## src/rtl/load_store_unit.sv

```systemverilog
// Data-memory access stage: byte/half/word loads and stores against a word-wide RAM,
// with sign/zero extension of loads and read-modify-write for sub-word stores.
// Latency: acceptance edge to resp_valid is 1 cycle for loads, word stores and errors, 2 for sub-word stores.
// Backpressure: req_ready is high only in IDLE, and a request is taken on req_valid && req_ready.
//
// Build option: define LSU_MISALIGN_TRAP_EN to reject misaligned half/word accesses with
// resp_err. When it is undefined, the misaligned low address bits are cleared and the access proceeds.
//
// Ports:
//   clock, reset               single clock, synchronous active-high reset
//   req_valid/req_ready        request handshake
//   req_we                     request field: store when 1, load when 0
//   req_size                   request field: 00 byte, 01 half, 10 word, 11 illegal
//   req_unsigned               request field: loads zero-extend when 1, sign-extend when 0
//   req_addr                   request field: byte address
//   req_wdata                  request field: store data, right-justified
//   resp_valid                 one-cycle completion pulse
//   resp_rdata, resp_err       load result and error flag; registered, held until the next response
//   ram_address, ram_data_in   word-RAM write port
//   ram_wren                   word-RAM write enable
//   ram_data_out               asynchronous read data from the word RAM
module load_store_unit #(
  parameter int  MEM_DEPTH = 1024,
  parameter int  SIZE      = 32,
  localparam int ADDR_W    = $clog2(MEM_DEPTH-1)
) (
  input  logic              clock,
  input  logic              reset,
  input  logic              req_valid,
  output logic              req_ready,
  input  logic              req_we,
  input  logic [1:0]        req_size,
  input  logic              req_unsigned,
  input  logic [31:0]       req_addr,
  input  logic [SIZE-1:0]   req_wdata,
  output logic              resp_valid,
  output logic [SIZE-1:0]   resp_rdata,
  output logic              resp_err,
  output logic [ADDR_W-1:0] ram_address,
  output logic [SIZE-1:0]   ram_data_in,
  output logic              ram_wren,
  input  logic [SIZE-1:0]   ram_data_out
);

  typedef enum logic [2:0] {
    IDLE   = 3'd0,
    LOAD   = 3'd1,
    RMW_RD = 3'd2,
    WRITE  = 3'd3,
    ERR    = 3'd4
  } state_t;

  state_t            state_q, state_d;
  logic [1:0]        size_q;
  logic              uns_q;
  logic [ADDR_W+1:0] addr_q;
  logic [SIZE-1:0]   wdata_q;
  logic [SIZE-1:0]   merge_q, merge_d;
  logic [SIZE-1:0]   ld_value;
  logic [7:0]        ld_byte;
  logic [15:0]       ld_half;
  logic [ADDR_W+1:0] addr_aligned;
  logic              accept;
  logic              misaligned;
  logic              req_bad;
  logic              unused_addr_bits;

  // Address bits above the RAM range are dropped, so accesses wrap modulo MEM_DEPTH words.
  assign unused_addr_bits = ^req_addr[31:ADDR_W+2];

  assign accept = req_valid && (state_q == IDLE);

`ifdef LSU_MISALIGN_TRAP_EN
  assign misaligned = ((req_size == 2'b01) && req_addr[0]) ||
                      ((req_size == 2'b10) && (req_addr[1:0] != 2'b00));
`else
  assign misaligned = 1'b0;
`endif

  assign req_bad = (req_size == 2'b11) || misaligned;

  // Clear the low bits that the access size does not use. In the trapping build,
  // misaligned requests go to ERR, so this clearing only matters in the non-trapping build.
  always_comb begin
    addr_aligned = req_addr[ADDR_W+1:0];
    if (req_size == 2'b01) begin
      addr_aligned[0] = 1'b0;
    end else if (req_size == 2'b10) begin
      addr_aligned[1:0] = 2'b00;
    end
  end

  always_comb begin
    state_d = state_q;
    case (state_q)
      IDLE: begin
        if (req_valid) begin
          if (req_bad)                 state_d = ERR;
          else if (!req_we)            state_d = LOAD;
          else if (req_size == 2'b10)  state_d = WRITE;
          else                         state_d = RMW_RD;
        end
      end
      RMW_RD:          state_d = WRITE;
      LOAD, WRITE, ERR: state_d = IDLE;
      default:         state_d = IDLE;
    endcase
  end

  // Select the load lane and extend it; the sign source is the top bit of the selected lane.
  always_comb begin
    ld_byte = ram_data_out[{addr_q[1:0], 3'b000} +: 8];
    ld_half = ram_data_out[{addr_q[1], 4'b0000} +: 16];
    case (size_q)
      2'b00:   ld_value = {{(SIZE-8){ld_byte[7] & ~uns_q}}, ld_byte};
      2'b01:   ld_value = {{(SIZE-16){ld_half[15] & ~uns_q}}, ld_half};
      default: ld_value = ram_data_out;
    endcase
  end

  // Sub-word store: keep the current RAM word and replace only the addressed lane.
  always_comb begin
    merge_d = ram_data_out;
    if (size_q == 2'b00) begin
      merge_d[{addr_q[1:0], 3'b000} +: 8] = wdata_q[7:0];
    end else begin
      merge_d[{addr_q[1], 4'b0000} +: 16] = wdata_q[15:0];
    end
  end

  always_ff @(posedge clock) begin
    if (reset) begin
      state_q    <= IDLE;
      size_q     <= 2'b00;
      uns_q      <= 1'b0;
      addr_q     <= '0;
      wdata_q    <= '0;
      merge_q    <= '0;
      resp_valid <= 1'b0;
      resp_rdata <= '0;
      resp_err   <= 1'b0;
    end else begin
      state_q    <= state_d;
      resp_valid <= 1'b0;
      if (accept) begin
        size_q  <= req_size;
        uns_q   <= req_unsigned;
        addr_q  <= addr_aligned;
        wdata_q <= req_wdata;
      end
      case (state_q)
        LOAD: begin
          resp_valid <= 1'b1;
          resp_rdata <= ld_value;
          resp_err   <= 1'b0;
        end
        RMW_RD: merge_q <= merge_d;
        WRITE: begin
          resp_valid <= 1'b1;
          resp_rdata <= '0;
          resp_err   <= 1'b0;
        end
        ERR: begin
          resp_valid <= 1'b1;
          resp_rdata <= '0;
          resp_err   <= 1'b1;
        end
        default: ;
      endcase
    end
  end

  assign req_ready   = (state_q == IDLE);
  // Gating the enable with reset means a write that is in flight at a reset edge never reaches the RAM.
  assign ram_wren    = (state_q == WRITE) && !reset;
  assign ram_address = addr_q[ADDR_W+1:2];
  assign ram_data_in = (size_q == 2'b10) ? wdata_q : merge_q;

endmodule
```

## config.mk

```make
export PLATFORM = sky130hd
export DESIGN_NAME = load_store_unit
export DESIGN_NICKNAME = d
export VERILOG_FILES = /design/src/rtl/load_store_unit.sv
export SDC_FILE = /design/constraint.sdc
export NUM_CORES = 1
export LEC_CHECK = 0
export CORE_MARGIN = 4
export CORE_UTILIZATION = 48
export CTS_BUF_LIST = sky130_fd_sc_hd__clkbuf_4 sky130_fd_sc_hd__clkbuf_8
export DETAILED_ROUTE_END_ITERATION = 10
export GPL_TIMING_DRIVEN = 0
export PLACE_DENSITY = 0.82
export SYNTH_ARGS = -nofsm -noshare
export SYNTH_HDL_FRONTEND = slang
export SYNTH_SLANG_ARGS = --single-unit
```

## constraint.sdc

```tcl
create_clock -name clock -period 2.9 [get_ports clock]
set_input_delay 0.29 -clock clock [delete_from_list [all_inputs] [get_ports clock]]
set_output_delay 0.29 -clock clock [all_outputs]
set_load 0.01 [all_outputs]
```

=== Word level (Yosys, flattened, before mapping) ===
Index checks and enable logic that the tools add are counted.

* Register bits: 116
* Latch bits: 0
* RAM bits: 0
* ROM bits: 0
* Input port bits: 103
* Output and inout port bits: 78
* Logic and storage cells: 56
* Memories kept: 0

* $add $sub $neg: 2
* Multipliers: 0
* Divide/modulo/power cells: 0
* Magnitude comparators: 0
* Eq/ne operators: 10
* Shift operators: 6
* Mux-type cells: 16
* Bitwise operators: 3
* Reductions and logical operators: 10

{| class="wikitable"
|+ Operators with widths
! operator !! count
|-
| 32-bit case mux with 2 select lines || 2
|-
| 32-bit bitwise mux || 2
|-
| 32-bit 2-to-1 mux || 2
|-
| 16-bit by 7-bit variable shift with 32-bit output (first input constant) || 1
|-
| 8-bit by 7-bit variable shift with 32-bit output (first input constant) || 1
|-
| 16-bit by 7-bit indexed part select with 32-bit output || 1
|-
| 32-bit by 6-bit indexed part select with 16-bit output || 1
|-
| 32-bit by 6-bit indexed part select with 8-bit output || 1
|-
| 8-bit by 7-bit indexed part select with 32-bit output || 1
|-
| 5-bit negator with 7-bit output || 2
|-
| 2-bit equality test (second input constant) || 3
|-
| 3-bit by 2-bit equality test with 1-bit output (second input constant) || 2
|-
| 3-bit 2-to-1 mux || 2
|-
| 3-bit case mux with 2 select lines || 1
|-
| 2-bit by 1-bit equality test with 1-bit output (second input constant) || 2
|-
| 1-bit 2-to-1 mux || 4
|-
| 2-bit 2-to-1 mux || 2
|-
| 2-bit nonzero test || 2
|-
| 2-bit OR reduction || 2
|-
| 3-bit by 1-bit equality test with 1-bit output (second input constant) || 1
|-
| 3-bit equality test (second input constant) || 1
|-
| 3-bit logical NOT || 1
|-
| 3-bit OR reduction || 1
|-
| 1-bit AND || 2
|-
| 6 further kinds || 7
|}

=== Longest topological paths before layout ===
* Depth in word-level cells: 6
* Depth in mapped cells: 10
* Gate-level depth less buffers: 6

=== Worst setup path after synthesis ===
OpenSTA, ideal clock, no wires.

* Kind: reg2reg
* Start: reg addr_q[1]
* End: reg merge_q[18]
* Setup time: 0.088 ns
* Arrival: 2.275 ns
* Data required time: 2.812 ns
* Slack: 0.536 ns
* Stages on the path, launching flop included: 10
* Path buffers: 3
* Period minus slack after synthesis: 2.364 ns
* Cell sequence: dfxtp_1 buf_2 buf_2 buf_2 inv_1 ha_1 or4b_4 nor3_4 o21ai_1 a311oi_2

* Word-level cells in the longest chain between the ends: 4
* Elaborated cells on any way between the ends: 9
* Classes of those cells: 2 x add/sub; 4 x shift; 3 x mux

{| class="wikitable"
|+ RTL lines
! element !! line !! RTL
|-
| start, declared || 56 || <nowiki>logic [ADDR_W+1:0] addr_q;</nowiki>
|-
| start signal, assigned || 148 || <nowiki>addr_q <= addr_aligned;</nowiki>
|-
| 5-bit negator with 7-bit output, on equally long branches || 127, 125 ||
|-
| 16-bit by 7-bit indexed part select with 32-bit output (tied with other cells) || 127 || <nowiki>merge_d[{addr_q[1], 4'b0000} +: 16] = wdata_q[15:0];</nowiki>
|-
| 32-bit bitwise mux, on equally long branches || 127, 125 ||
|-
| 32-bit 2-to-1 mux * || 124 || <nowiki>if (size_q == 2'b00) begin</nowiki>
|-
| end signal, assigned || 157 || <nowiki>RMW_RD: merge_q <= merge_d;</nowiki>
|-
| end, declared || 58 || <nowiki>logic [SIZE-1:0] merge_q, merge_d;</nowiki>
|}

Mark *: on every way between the ends. The rest lies on a longest branch, timed or not.
A chain may end at the register's enable or synchronous reset.

=== Worst setup path in the final report ===
* Start: reg size_q[1]
* End: out ram_data_in[15]

* Word-level cells in the longest chain between the ends: 2

{| class="wikitable"
|+ RTL lines
! element !! line !! RTL
|-
| start, declared || 54 || <nowiki>logic [1:0] size_q;</nowiki>
|-
| start signal, assigned || 146 || <nowiki>size_q <= req_size;</nowiki>
|-
| 2-bit equality test || 177 || <nowiki>assign ram_data_in = (size_q == 2'b10) ? wdata_q : merge_q;</nowiki>
|-
| 32-bit 2-to-1 mux || 177 ||
|-
| end, declared || 40 || <nowiki>output logic [SIZE-1:0] ram_data_in,</nowiki>
|}

No other way between the ends.

==> results.json <==
{
  "report.final.hold_viol_count": 0,
  "die-area_um2": 13910,
  "grt_max_degree": 17,
  "timing.setup.tns_ps": 0,
  "critPathKind": "reg -> out",
  "initial_antenna_violation_count": 0,
  "initial_core_util_pct": 49.95,
  "endpoint": "ram_data_in[15]",
  "top_layer_used": "met4",
  "crit_buf_inv": 4,
  "critPathArrivalTime_ps": 2490,
  "layout.filler_cells": 982,
  "p_sw_uw": 1213,
  "ys_warn_count": 0,
  "slew_headroom_pct": 42.27,
  "synth_common_cells": "sky130_fd_sc_hd__dfxtp_1 (116), sky130_fd_sc_hd__nand2_1 (116), sky130_fd_sc_hd__a21oi_1 (64), sky130_fd_sc_hd__mux2_2 (60), sky130_fd_sc_hd__o21ai_0 (52)",
  "r2r.worst_path.cells": 9,
  "pwr_density_cell_nw_per_um2": 550.2,
  "ios": 181,
  "first_pass_iters": 8,
  "post-layout-total-power_uw": 4441,
  "global_route_usage_sum_pct": 30.42,
  "rsz0062_at_grt": "false",
  "mappedNetlistArea_um2": 5801,
  "synth_top_area_share_pct": 40.03,
  "timing.critical_path.required_ps": 2610,
  "cp_capture_type": "output pin",
  "placeableCoreArea_um2": 11610,
  "async_flop_share_pct": 0,
  "power_switching_share_pct": 27.31,
  "yosys_register_bits": 116,
  "yosys.cell_types.count": 49,
  "clock_latency_ps": 450,
  "power_frac_comb_pct": 20.7,
  "synthFlopType": "sky130_fd_sc_hd__dfxtp_1",
  "globalRouteOverflowTotal": 0,
  "die-width_um": 117.9,
  "grt_first_pass_wirelength_mm": 33.26,
  "antenna_left": 0,
  "wl_met2_mm": 9.683,
  "area_delta_synth_final_pct": 39.13,
  "routed_wire_length_per_instance_um": 21.21,
  "dr_total_vias": 5918,
  "htreeDepth": 4,
  "drt-met1-wl_mm": 8.905,
  "internal-power_uw": 3228,
  "yosys-top-cells-area": "sky130_fd_sc_hd__dfxtp_1 (40%), sky130_fd_sc_hd__mux2_2 (12%), sky130_fd_sc_hd__nand2_1 (7.5%)",
  "worst_ir_drop_vdd_v": 0.0004495,
  "critical_path.reg2reg.startpoint": "addr_q[1]",
  "worst-r2r-setup-slack_ps": 140,
  "critical_path_peak_fanout": 11,
  "gpl_congestion": 0.9056,
  "worstMarginPinSlew_ps": 862.7,
  "setup.worst_path.start_class": "register",
  "post_synth_inst_count": 664,
  "cts_max_path_buffers": 2,
  "cts_made_buffers": 17,
  "leakagePower_uw": 0.002999,
  "finalClockSkew_ps": 9.764,
  "timing.hold.worst.class": "in -> reg",
  "worstSetupStartpoint": "size_q[1]",
  "routed-wl-met3_mm": 1.906,
  "cp_slowest_cell": "sky130_fd_sc_hd__clkdlybuf4s50_1",
  "setup_violations": 0,
  "fp.dieH_um": 117.9,
  "drt-initial-drc-count": 509,
  "insertedDiodeCount": 0,
  "postSynthAreaPerCell_um2": 8.736,
  "place_hpwl_mm": 15.77,
  "worstPathCellList": "buf_2 > inv_2 > nor2_4 > buf_4 > mux2_2 > clkdlybuf4s50_1",
  "clk_root_buffer_cell": "sky130_fd_sc_hd__clkbuf_8",
  "syn_nets": 772,
  "shortest_period_the_worst_path_allows_ps": 2780,
  "drt_wl_total_mm": 21.19,
  "clock_share_of_power_pct": 39.4,
  "placementRows": 39,
  "cell_type_with_the_largest_total_area_after_synthesis": "sky130_fd_sc_hd__dfxtp_1",
  "buffer_ports.inserted": 160,
  "final.period_utilization_pct": 95.86,
  "nNetsFinal": 952,
  "routed_via_density": 5.924,
  "synth_enable_flop_cells": 0,
  "clk_transition_reported_paths_ps": 70,
  "achievable-frequency_mhz": 359.7,
  "max-cap-violations": 0,
  "synth_seq_area_share_pct": 40.03,
  "grt_pass1_vias": 5949,
  "critical_path_cell_count": 6,
  "numClockSinks": 116,
  "worst_path_largest_cell_delay_ps": 480,
  "post-route-drc-count": 0,
  "critical_path_s_top_delay_family": "buffers and inverters",
  "cts_tree": "done",
  "seqPwrFrac_pct": 39.9,
  "holdBufCountCts": 0,
  "critical_path.reg2reg.endpoint": "merge_q[20]",
  "status": "finished clean",
  "final_layout_size_suffix_gt1_share_pct": 17.29,
  "report.final.slew_viol_count": 0
}
-- what timing repair did --
action                                  4_1_cts  5_1_grt
setup buffers                                 2        0
resized for setup                             5        1
endpoints found under the setup margin       32        3
pin swaps                                     1        0
-- area by class of cell --
class / instances / area (um^2) / area share (%)
Timing Repair Buffer: 162 / 1617 / 20.03
Sequential cell: 116 / 2322 / 28.78
Tap cell: 143 / 178.9 / 2.217
Clock buffer: 22 / 284.0 / 3.519
Multi-Input combinational cell: 478 / 3127 / 38.74
Clock inverter: 9 / 176.4 / 2.186
Inverter: 7 / 26.28 / 0.3256
Buffer: 62 / 339.1 / 4.202
-- tightest hold or removal path: stages --
cell	delay [ps]
sky130_fd_sc_hd__clkdlybuf4s50_1	390
sky130_fd_sc_hd__nand2_1	50
sky130_fd_sc_hd__a21oi_1	50
-- state kept, by name (all words and copies together), names as in the netlist --
register / count
size_q: 2
resp_err: 1
state_q: 3
uns_q: 1
merge_q: 32
addr_q: 12
resp_rdata: 32
wdata_q: 32
resp_valid: 1
-- power groups by stage --
| stage | registers [uW] | logic, uW | clock network, uW |
|---|---|---|---|
| final | 1770 | 918 | 1750 |
| after global routing | 1780 | 985 | 1840 |
| after CTS | 1770 | 904 | 1770 |
| after detailed placement | 1800 | 891 | 0 |
| after global placement | 1800 | 878 | 0 |
| after floorplan | 1780 | 475 | 0 |
-- worst min-delay path by stage --
| stage | from | endpoint | slack [ps] | cells after the start |
|---|---|---|---|---|
| 6_report | req_addr[5] | addr_q[5] | 390 | 3 |
| 3_5_place_dp | merge_q[26] | merge_q[26] | 440 | 2 |
| 2_1_floorplan | merge_q[10] | merge_q[10] | 420 | 2 |
| 5_1_grt | req_addr[2] | addr_q[2] | 380 | 3 |
| 3_3_place_gp | merge_q[14] | merge_q[14] | 430 | 2 |
| 4_1_cts | req_wdata[9] | wdata_q[9] | 380 | 3 |
-- layout by cell type (no fill, tap or decap), types with 19 or more instances in the layout --
cell type	Yosys	routed
sky130_fd_sc_hd__nor2_1	27	26
sky130_fd_sc_hd__clkbuf_8	0	19
sky130_fd_sc_hd__clkdlybuf4s50_1	0	160
sky130_fd_sc_hd__o21ai_0	52	52
sky130_fd_sc_hd__o21ai_1	24	24
sky130_fd_sc_hd__a221oi_1	27	27
sky130_fd_sc_hd__dfxtp_1	116	116
sky130_fd_sc_hd__clkbuf_1	26	25
sky130_fd_sc_hd__a21oi_1	64	64
sky130_fd_sc_hd__mux2_2	60	60
sky130_fd_sc_hd__nand2_1	116	116
-- cells by family (layout without fill, tap and decap cells) --
group / after synthesis / count (layout) / synth area share, %
AO/OA/AOI/OAI: 220 / 220 / 24.09
AND/OR/NAND/NOR: 184 / 184 / 15.10
flip-flops: 116 / 116 / 40.03
buffers and inverters: 70 / 262 / 6.191
multiplexers: 69 / 69 / 13.50
adder cells (fa/ha/maj): 5 / 5 / 1.079
-- per-stage QoR --
stage	hold WS (ps)	instances	utilization (%)	setup WS (ps)	cell area, um^2
after detailed placement	443.0	967	65.28	104.2	7581
final	390.4	999	69.49	120.1	8070
after global placement	431.6	967	65.28	59.71	7581
after global routing	377.4	999	69.49	9.811	8070
after CTS	376.0	999	69.47	94.55	8068
after floorplan	421.2	664	-	536.4	5801
-- per-layer routing --
metal	GRT usage [%]	vias to the layer above
li1	-	2756
met1	38.54	2782
met2	48.11	317
met3	9.563	63
met4	12.23	0
met5	0	-
No activity file was read; power rests on OpenSTA's default activity.
